$ cat src/rtl/fp_mul_pkg.sv
// ============================================================================
// Module      : fp_mul_pkg
// Description : Shared definitions for the pipelined floating-point
//               multiplier: rounding modes, flag indices, operand classes
//               and format-derived helper functions.
// Revision    : 1.0 - initial release
// ============================================================================
`default_nettype none

package fp_mul_pkg;

   // Rounding-mode encodings, sampled together with the operands
   localparam logic [1:0] RM_RNE = 2'd0;
   localparam logic [1:0] RM_RTZ = 2'd1;
   localparam logic [1:0] RM_RUP = 2'd2;
   localparam logic [1:0] RM_RDN = 2'd3;

   // Bit positions inside the 4-bit exception flag vector
   localparam int FLG_NV = 3;
   localparam int FLG_OF = 2;
   localparam int FLG_UF = 1;
   localparam int FLG_NX = 0;

   // Operand classes; subnormals are folded into ZERO
   typedef enum logic [1:0] {
      ZERO = 2'd0,
      NORM = 2'd1,
      INF  = 2'd2,
      NAN  = 2'd3
   } fp_class_e;

   // Exponent bias for an exponent field of exp_w bits
   function automatic int fp_bias(input int exp_w);
      return (1 << (exp_w - 1)) - 1;
   endfunction

   // Magnitude bits (exponent and fraction) of the largest finite value
   function automatic logic [63:0] fp_max_finite(input int exp_w, input int frac_w);
      logic [63:0] v;
      v = ((64'd1 << (exp_w + frac_w)) - 64'd1) - (64'd1 << frac_w);
      return v;
   endfunction

endpackage

`default_nettype wire

$ cat src/rtl/fp_pipe_reg.sv
// ============================================================================
// Module      : fp_pipe_reg
// Description : Generic pipeline register with synchronous active-high
//               reset (clears to zero) and load enable.
// Revision    : 1.0 - initial release
// ============================================================================
`default_nettype none

module fp_pipe_reg #(
   parameter int WIDTH = 1
) (
   input  logic             clk_i,
   input  logic             rst_i,
   input  logic             en_i,
   input  logic [WIDTH-1:0] d_i,
   output logic [WIDTH-1:0] q_o
);

   logic [WIDTH-1:0] data_q;

   // Reset wins over the enable so a flush works even while stalled
   always_ff @(posedge clk_i) begin
      if (rst_i) begin
         data_q <= '0;
      end else if (en_i) begin
         data_q <= d_i;
      end
   end

   assign q_o = data_q;

endmodule

`default_nettype wire

$ cat src/rtl/fp_round_unit.sv
// ============================================================================
// Module      : fp_round_unit
// Description : Combinational rounding of a normalised mantissa given its
//               guard and sticky bits, the result sign and a rounding mode.
// Revision    : 1.0 - initial release
// ============================================================================
`default_nettype none

module fp_round_unit
   import fp_mul_pkg::*;
#(
   parameter int MANT_W = 24
) (
   input  logic [MANT_W-1:0] mant_i,
   input  logic              guard_i,
   input  logic              sticky_i,
   input  logic              sign_i,
   input  logic [1:0]        mode_i,
   output logic [MANT_W-1:0] mant_o,
   output logic              carry_o,
   output logic              inexact_o
);

   logic            inc;
   logic [MANT_W:0] sum;

   // Decide the increment, add it, and renormalise on a carry-out
   always_comb begin
      inc = 1'b0;
      case (mode_i)
         RM_RNE:  inc = guard_i & (sticky_i | mant_i[0]);
         RM_RTZ:  inc = 1'b0;
         RM_RUP:  inc = ~sign_i & (guard_i | sticky_i);
         default: inc =  sign_i & (guard_i | sticky_i);
      endcase
      sum       = {1'b0, mant_i} + {{MANT_W{1'b0}}, inc};
      carry_o   = sum[MANT_W];
      mant_o    = sum[MANT_W] ? sum[MANT_W:1] : sum[MANT_W-1:0];
      inexact_o = guard_i | sticky_i;
   end

endmodule

`default_nettype wire

$ cat src/rtl/fp_mul_pipe.sv
// ============================================================================
// Module      : fp_mul_pipe
// Description : Four-stage pipelined floating-point multiplier with
//               valid/ready flow control, four rounding modes, special-value
//               overrides and exception flags.
// Revision    : 1.0 - initial release
// ============================================================================
`default_nettype none

module fp_mul_pipe
   import fp_mul_pkg::*;
#(
   parameter int EXP_W  = 8,
   parameter int FRAC_W = 23
) (
   input  logic                      CLK,
   input  logic                      RST,
   input  logic                      InValid,
   output logic                      InReady,
   input  logic [EXP_W+FRAC_W:0]     Operand1,
   input  logic [EXP_W+FRAC_W:0]     Operand2,
   input  logic [1:0]                RoundMode,
   output logic                      OutValid,
   input  logic                      OutReady,
   output logic [EXP_W+FRAC_W:0]     Result,
   output logic [3:0]                Flags
);

   localparam int W   = 1 + EXP_W + FRAC_W;
   localparam int MW  = FRAC_W + 1;
   localparam int PW  = 2 * FRAC_W + 2;
   localparam int XW  = EXP_W + 2;
   localparam int CW  = 7;                     // {sign, class1, class2, mode}
   localparam int S1W = 1 + CW + XW + 2 * MW;
   localparam int S2W = 1 + CW + XW + PW;
   localparam int S3W = 1 + CW + XW + MW + 1;
   localparam int S4W = 1 + W + 4;

   localparam logic signed [XW-1:0] c_bias    = XW'(fp_bias(EXP_W));
   localparam logic signed [XW-1:0] c_emax    = XW'((1 << EXP_W) - 1);
   localparam logic [W-2:0]         c_max_fin = (W-1)'(fp_max_finite(EXP_W, FRAC_W));
   localparam logic [W-2:0]         c_inf_mag = {{EXP_W{1'b1}}, {FRAC_W{1'b0}}};
   localparam logic [W-1:0]         c_qnan    = {1'b0, {EXP_W{1'b1}}, 1'b1, {(FRAC_W-1){1'b0}}};

   function automatic fp_class_e classify(input logic [EXP_W-1:0] e, input logic [FRAC_W-1:0] f);
      if (e == '0) begin
         return ZERO;
      end else if (e == '1) begin
         return (f == '0) ? INF : NAN;
      end else begin
         return NORM;
      end
   endfunction

   // Whole pipeline moves together; it only freezes when the output is held
   logic adv;
   assign adv     = !OutValid || OutReady;
   assign InReady = adv;

   // ---------------------------------------------------------------- stage 1
   logic [S1W-1:0]    s1_d, s1_q;
   fp_class_e         cls1, cls2;
   logic [EXP_W-1:0]  e1, e2;
   logic [MW-1:0]     m1, m2;
   logic signed [XW-1:0] s1_exp;

   // Unpack, classify, flush subnormals and form the biased exponent sum
   always_comb begin
      e1     = Operand1[W-2:FRAC_W];
      e2     = Operand2[W-2:FRAC_W];
      cls1   = classify(e1, Operand1[FRAC_W-1:0]);
      cls2   = classify(e2, Operand2[FRAC_W-1:0]);
      m1     = (cls1 == NORM) ? {1'b1, Operand1[FRAC_W-1:0]} : '0;
      m2     = (cls2 == NORM) ? {1'b1, Operand2[FRAC_W-1:0]} : '0;
      s1_exp = $signed({2'b00, e1}) + $signed({2'b00, e2}) - c_bias;
      s1_d   = {InValid, Operand1[W-1] ^ Operand2[W-1], cls1, cls2, RoundMode,
                s1_exp, m1, m2};
   end

   fp_pipe_reg #(.WIDTH(S1W)) u_s1 (
      .clk_i(CLK), .rst_i(RST), .en_i(adv), .d_i(s1_d), .q_o(s1_q)
   );

   // ---------------------------------------------------------------- stage 2
   logic [S2W-1:0] s2_d, s2_q;
   logic [PW-1:0]  prod;

   // Full mantissa product
   always_comb begin
      prod = {{MW{1'b0}}, s1_q[MW +: MW]} * {{MW{1'b0}}, s1_q[0 +: MW]};
      s2_d = {s1_q[S1W-1], s1_q[S1W-2 -: CW], s1_q[2*MW +: XW], prod};
   end

   fp_pipe_reg #(.WIDTH(S2W)) u_s2 (
      .clk_i(CLK), .rst_i(RST), .en_i(adv), .d_i(s2_d), .q_o(s2_q)
   );

   // ---------------------------------------------------------------- stage 3
   logic [S3W-1:0]       s3_d, s3_q;
   logic [PW-1:0]        s2_prod;
   logic [CW-1:0]        s2_ctl;
   logic signed [XW-1:0] s2_exp, s3_exp_d;
   logic                 norm_shift, guard, sticky;
   logic [MW-1:0]        mant_pre, rnd_mant;
   logic                 rnd_carry, rnd_inexact;

   // Normalise the product into mantissa, guard and sticky
   always_comb begin
      s2_prod    = s2_q[0 +: PW];
      s2_ctl     = s2_q[S2W-2 -: CW];
      s2_exp     = s2_q[PW +: XW];
      norm_shift = s2_prod[PW-1];
      if (norm_shift) begin
         mant_pre = s2_prod[PW-1 -: MW];
         guard    = s2_prod[FRAC_W];
         sticky   = |s2_prod[FRAC_W-1:0];
      end else begin
         mant_pre = s2_prod[PW-2 -: MW];
         guard    = s2_prod[FRAC_W-1];
         sticky   = |s2_prod[FRAC_W-2:0];
      end
   end

   fp_round_unit #(.MANT_W(MW)) u_round (
      .mant_i    (mant_pre),
      .guard_i   (guard),
      .sticky_i  (sticky),
      .sign_i    (s2_ctl[6]),
      .mode_i    (s2_ctl[1:0]),
      .mant_o    (rnd_mant),
      .carry_o   (rnd_carry),
      .inexact_o (rnd_inexact)
   );

   // Fold normalisation and rounding carries into the exponent
   always_comb begin
      s3_exp_d = s2_exp + $signed({{(XW-1){1'b0}}, norm_shift})
                        + $signed({{(XW-1){1'b0}}, rnd_carry});
      s3_d     = {s2_q[S2W-1], s2_ctl, s3_exp_d, rnd_mant, rnd_inexact};
   end

   fp_pipe_reg #(.WIDTH(S3W)) u_s3 (
      .clk_i(CLK), .rst_i(RST), .en_i(adv), .d_i(s3_d), .q_o(s3_q)
   );

   // ---------------------------------------------------------------- stage 4
   logic [S4W-1:0]       s4_d, s4_q;
   logic [CW-1:0]        s3_ctl;
   logic signed [XW-1:0] s3_exp;
   logic [MW-1:0]        s3_mant;
   logic                 sgn, any_nan, any_inf, any_zero;
   logic [W-1:0]         res;
   logic [3:0]           flg;

   // Pack the result and apply special-value, overflow and underflow overrides
   always_comb begin
      s3_ctl   = s3_q[S3W-2 -: CW];
      s3_exp   = s3_q[MW+1 +: XW];
      s3_mant  = s3_q[1 +: MW];
      sgn      = s3_ctl[6];
      any_nan  = (s3_ctl[5:4] == NAN)  || (s3_ctl[3:2] == NAN);
      any_inf  = (s3_ctl[5:4] == INF)  || (s3_ctl[3:2] == INF);
      any_zero = (s3_ctl[5:4] == ZERO) || (s3_ctl[3:2] == ZERO);
      res      = {sgn, s3_exp[EXP_W-1:0], s3_mant[FRAC_W-1:0]};
      flg      = '0;
      flg[FLG_NX] = s3_q[0];
      if (any_nan) begin
         res = c_qnan;
         flg = '0;
      end else if (any_inf && any_zero) begin
         res         = c_qnan;
         flg         = '0;
         flg[FLG_NV] = 1'b1;
      end else if (any_inf) begin
         res = {sgn, c_inf_mag};
         flg = '0;
      end else if (any_zero) begin
         res = {sgn, {(W-1){1'b0}}};
         flg = '0;
      end else if (s3_exp >= c_emax) begin
         flg         = '0;
         flg[FLG_OF] = 1'b1;
         flg[FLG_NX] = 1'b1;
         case (s3_ctl[1:0])
            RM_RNE:  res = {sgn, c_inf_mag};
            RM_RTZ:  res = {sgn, c_max_fin};
            RM_RUP:  res = sgn ? {1'b1, c_max_fin} : {1'b0, c_inf_mag};
            default: res = sgn ? {1'b1, c_inf_mag} : {1'b0, c_max_fin};
         endcase
      end else if (s3_exp[XW-1] || (s3_exp == '0) || !s3_mant[FRAC_W]) begin
         // Non-positive exponent (or a mantissa without its hidden one) flushes to zero
         res         = {sgn, {(W-1){1'b0}}};
         flg         = '0;
         flg[FLG_UF] = 1'b1;
         flg[FLG_NX] = 1'b1;
      end
      s4_d = {s3_q[S3W-1], res, flg};
   end

   fp_pipe_reg #(.WIDTH(S4W)) u_s4 (
      .clk_i(CLK), .rst_i(RST), .en_i(adv), .d_i(s4_d), .q_o(s4_q)
   );

   assign OutValid = s4_q[S4W-1];
   assign Result   = s4_q[4 +: W];
   assign Flags    = s4_q[3:0];

endmodule

`default_nettype wire

$ cat config.mk
export PLATFORM = sky130hd
export DESIGN_NAME = fp_mul_pipe
export DESIGN_NICKNAME = d
export VERILOG_FILES = /design/src/rtl/fp_mul_pkg.sv /design/src/rtl/fp_pipe_reg.sv /design/src/rtl/fp_round_unit.sv /design/src/rtl/fp_mul_pipe.sv
export SDC_FILE = /design/constraint.sdc
export NUM_CORES = 2
export LEC_CHECK = 0
export ABC_AREA = 0
export CORE_MARGIN = 1
export CORE_UTILIZATION = 40
export DETAILED_ROUTE_END_ITERATION = 7
export GPL_ROUTABILITY_DRIVEN = 1
export PLACE_DENSITY = 0.59
export SLEW_MARGIN = 20
export SYNTH_ARGS = -nofsm -noshare
export SYNTH_HDL_FRONTEND = slang
export SYNTH_HIERARCHICAL = 1
export SYNTH_SLANG_ARGS = --single-unit
export TNS_END_PERCENT = 100
$ cat constraint.sdc
create_clock -name CLK -period 7.65 [get_ports CLK]
set_input_delay 1.53 -clock CLK [delete_from_list [all_inputs] [get_ports CLK]]
set_output_delay 1.53 -clock CLK [all_outputs]
set_load 0.005 [all_outputs]
==> results by stage <==
Critical path:
- The highest net fanout along the worst path is 13.
- The library cell appearing most often on the critical path is sky130_fd_sc_hd__fa_1.
- The worst path required time is 8.05 ns.
- The number of buffers and inverters on the critical path is 4.
- The element type at the critical path start is a flop.
- On the worst path, the slowest cell contributes a delay of 0.65 ns.
- By startpoint and endpoint, the worst setup path is classified as flop to flop.
- The worst endpoint data arrival time is 7.70 ns.
- The critical-path cell with the highest stage delay is sky130_fd_sc_hd__dfxtp_1.
- The critical path endpoint category is a flop.
- The kind of cell with the highest combined delay on the critical path is adder cells.
- Traced cell by cell, the critical path runs through buf_4, nand2_1, fa_1, fa_1, inv_1, fa_1, fa_1, fa_1, fa_1, inv_1, fa_1, inv_1, ha_1, a211oi_1, o211ai_1, a21o_1, a21oi_1, nand3_2, a221o_2, a311oi_2, xnor2_1, mux2i_1, nor2_1.

Power:
- The share of total power in sequential cells is 0.214.
- The worst-case IR drop observed on VDD is 0.000263 V.
- The clock group share of total power is 0.195.
- Power spread over the standard cell area amounts to 202 nW/um^2.
- The leakage component of the power is 16.3 nW.
- The switching power share of the total is 0.450.
- The power spent charging and discharging nets is 2.93 mW.
- Of the total power, combinational logic draws 0.590.
- The total power draw is 6.50 mW.
- The total internal power is 3.57 mW.

Drt:
- Once detail routing completed, the nets flagged for antenna violations numbered 0.
- The first detailed-routing pass ran for 5 iterations.
- After the first detailed-routing iteration, the DRC count stood at 1363.
- The detailed router placed 21400 vias in this run.
- Dividing the detail-routed via count by the number of cells gives 4.99.
- The final routed DRC violation total is 0.
- The routed length per instance is 17.4 um.
- The final routed wirelength across all metal layers is 74600 um.

Logic synthesis:
- For this run, the register share of the synthesized area comes to 0.145.
- The number of enable-type register cells in the synthesized netlist is 0.
- The post-synthesis async set-or-reset flop share is 0.
- The predominant post-synthesis flop cell is sky130_fd_sc_hd__dfxtp_1.
- The number of distinct library cells after synthesis is 65.
- The most area-hungry cell type in the Yosys netlist is sky130_fd_sc_hd__fa_1.
- The synthesized netlist occupies a cell area of 29200 sq um.
- By area the synthesized netlist is led by sky130_fd_sc_hd__fa_1 33%, sky130_fd_sc_hd__dfxtp_1 15%, sky130_fd_sc_hd__ha_1 8.2%.
- The share of Yosys cell area claimed by the top area cell type is 0.331.
- The per-instance average area after synthesis is 8.96 sq um.
- The post-synthesis sequential element count is 212.
- After technology mapping, the gate count stands at 3264.
- The cell with the most instances after synthesis is sky130_fd_sc_hd__inv_1.
- When the netlist entered floorplanning its net count stood at 4010.
- Yosys printed 6 warnings.
- The commonest cells after synthesis are 565 x sky130_fd_sc_hd__inv_1, 484 x sky130_fd_sc_hd__fa_1, 348 x sky130_fd_sc_hd__nand2_1, 341 x sky130_fd_sc_hd__and2_1, 289 x sky130_fd_sc_hd__nor2_1.

STA:
- The number of hold-slack violations in the final timing report is 0.
- In this run the tightest slew margin relative to its limit is 0.176.
- The final count of pins violating max slew is 0.
- The minimum period implied by the final worst setup slack is 7.30 ns.
- Hold is met by 0.493 ns.
- Setup total negative slack on the finished layout was measured at 0 ns.
- The fmax is 0.137 GHz.
- For the pin with the worst max-slew slack, the measured transition is 1.22 ns.
- Setup repair after global routing left no endpoint under its margin.
- Setup violations remaining at the end of the flow were counted as 0.
- The final period utilization is 0.954.
- The final worst clock skew is 0.0346 ns.

Layout:
- The repair_antennas step left the layout with diodes totalling 0.
- The final design instance area without fill is 32100 sq um.
- The final-stage net count is 4060.
- In the final layout, the share of cells above drive strength 1 is 0.0576.
- The fraction of the core area covered by cells at the end of the flow is 0.447.
- The area growth from synthesis to layout is 9.86%.

Floorplanning:
- For this configuration, the core starts out at a cell density of 0.407.
- 108 I/O pins were placed.
- The height of the die is 272 um.
- The total die area is 74200 sq um.
- The total area inside the core boundary comes to 71900 sq um.
- The count of standard-cell rows is 98.
- The die is 272 um wide.

GRT:
- The total overflow left after global routing is 0.
- The global-route wire length before repair is 121000 um.
- The via count of the first global-routing pass was 22000.
- The number of antenna violations at the first check in global routing came to 2.
- Entering global routing, the biggest net connects 136 pins.
- For this run, the total global-route usage over all layers was measured as 0.206.

Flow run:
- The number of max-cap violations is 0.

CTS:
- TritonCTS built the clock tree.
- The total number of H-tree levels is 1.
- The clock insertion delay at the later pin of the skew report is 0.59 ns.
- The number of buffers added to fix hold violations after cts is 0.
- The clock passes through at most 3 buffers.
- The number of CTS-inserted buffers is 26.
- The clock drives 212 sinks.
- Clock tree synthesis selected as its root buffer the cell sky130_fd_sc_hd__clkbuf_16.
- The CTS clock-pin slew for the worst setup and hold paths is 0.06 ns.

Place:
- At the end of routability-driven placement, the weighted congestion stood at 0.873.
- The number of buffers inserted by port buffering is 107.
- Summing all placed instances gives a cell area of 31200 sq um.
- The wire-length estimate of the detail-placed layout is 60900 um.

Worst hold path:
- In this run the worst hold path is classified as flop to flop.

Run status:
- The flow ran to the end, and the final reports show no timing, DRC or antenna violations.
-- state kept, by name, indices dropped and copies added (netlist names) --
| signal | flops |
|---|---|
| u_s1/q_o | 66 |
| u_s2/q_o | 66 |
| u_s3/q_o | 43 |
| u_s4/q_o | 37 |
-- power by group through the flow --
stage / Clock [mW] / Sequential, mW / Combinational, mW
finish: 1.27 / 1.39 / 3.84
floorplan: 0 / 1.34 / 2.84
global route: 1.35 / 1.41 / 4.37
CTS: 1.31 / 1.39 / 3.88
detailed placement: 0 / 1.42 / 3.83
global placement: 0 / 1.41 / 3.85
-- cell type report --
cell class / count / area, sq um
clock buffers: 32 / 703
clock inverters: 14 / 168
fillers: 7213 / 39700
inverters: 565 / 2120
multi-input cells: 2313 / 21900
flip-flops and latches: 212 / 4250
well taps: 950 / 1190
repair buffers: 196 / 1780
-- layout by cell type, fill, tap and decap left out, types with 4 or more instances in the layout --
master / count
sky130_fd_sc_hd__nand4_1: 22
sky130_fd_sc_hd__clkdlybuf4s50_1: 106
sky130_fd_sc_hd__o21ai_0: 51
sky130_fd_sc_hd__a31oi_1: 14
sky130_fd_sc_hd__buf_4: 86
sky130_fd_sc_hd__nand2_1: 348
sky130_fd_sc_hd__nor3_1: 12
sky130_fd_sc_hd__o31ai_1: 5
sky130_fd_sc_hd__inv_1: 565
sky130_fd_sc_hd__and2_1: 341
sky130_fd_sc_hd__dfxtp_2: 8
sky130_fd_sc_hd__mux2_2: 24
sky130_fd_sc_hd__mux2i_1: 215
sky130_fd_sc_hd__a21boi_0: 4
sky130_fd_sc_hd__clkbuf_16: 26
sky130_fd_sc_hd__clkinv_2: 4
sky130_fd_sc_hd__a211oi_1: 10
sky130_fd_sc_hd__fa_1: 484
sky130_fd_sc_hd__dfxtp_1: 204
sky130_fd_sc_hd__nor2b_1: 5
sky130_fd_sc_hd__xnor2_1: 55
sky130_fd_sc_hd__ha_1: 192
sky130_fd_sc_hd__o21a_1: 7
sky130_fd_sc_hd__a21oi_1: 80
sky130_fd_sc_hd__and4_1: 6
sky130_fd_sc_hd__o21bai_1: 13
sky130_fd_sc_hd__nor2_1: 288
sky130_fd_sc_hd__nor4_1: 23
sky130_fd_sc_hd__and3_1: 11
sky130_fd_sc_hd__nand3_1: 17
sky130_fd_sc_hd__a21o_1: 20
sky130_fd_sc_hd__xor2_1: 18
-- final timing paths --
| path | from | to | slack, ns | depth (start not counted) |
|---|---|---|---|---|
| worst min register to register | u_s2/q_o[4]$_SDFFE_PP0P_ | u_s2/q_o[4]$_SDFFE_PP0P_ | 0.49 | 2 |
| worst max-delay path | u_s1/q_o[33]$_SDFFE_PP0P_ | u_s2/q_o[47]$_SDFFE_PP0P_ | 0.35 | 23 |
| worst min-delay path | u_s2/q_o[4]$_SDFFE_PP0P_ | u_s2/q_o[4]$_SDFFE_PP0P_ | 0.49 | 2 |
| worst max register to register | u_s1/q_o[33]$_SDFFE_PP0P_ | u_s2/q_o[47]$_SDFFE_PP0P_ | 0.35 | 23 |
-- kinds of logic after synthesis --
group / after synthesis / synth area share
buffers and inverters: 739 / 0.107
DFF: 212 / 0.145
xor gates and xnor gates: 73 / 0.0219
adders and majority gates: 676 / 0.414
and+or+nand+nor: 1094 / 0.180
AOI/OAI and AO/OA: 230 / 0.0489
muxes: 240 / 0.0834
-- tightest hold or removal path: cells and delay by family, from the launching register on --
kind,cells,cell delay [ns]
flops,1,0.32
simple gates,1,0.07
mux,1,0.07
-- per-stage QoR --
stage                     setup WS, ns  instances
after floorplan                  0.851       3264
after global placement           0.374       4235
after detailed placement         0.331       4235
after CTS                        0.261       4281
after global routing           0.00166       4282
final                            0.354       4282
-- timing repair --
action,CTS,global route
hold endpoints to repair,0,0
endpoints found under the setup margin,0,5
gates resized for setup,0,9
setup buffers,0,1
-- routing by layer --
| layer | vias up | track usage | share of wire |
|---|---|---|---|
| met5 | - | 0 | 0 |
| met4 | 0 | 0.0458 | 0.024 |
| met3 | 95 | 0.0264 | 0.043 |
| met2 | 432 | 0.346 | 0.48 |
| met1 | 10700 | 0.281 | 0.45 |
| li1 | 10100 | - | - |
(Power assumes the default switching activity.)
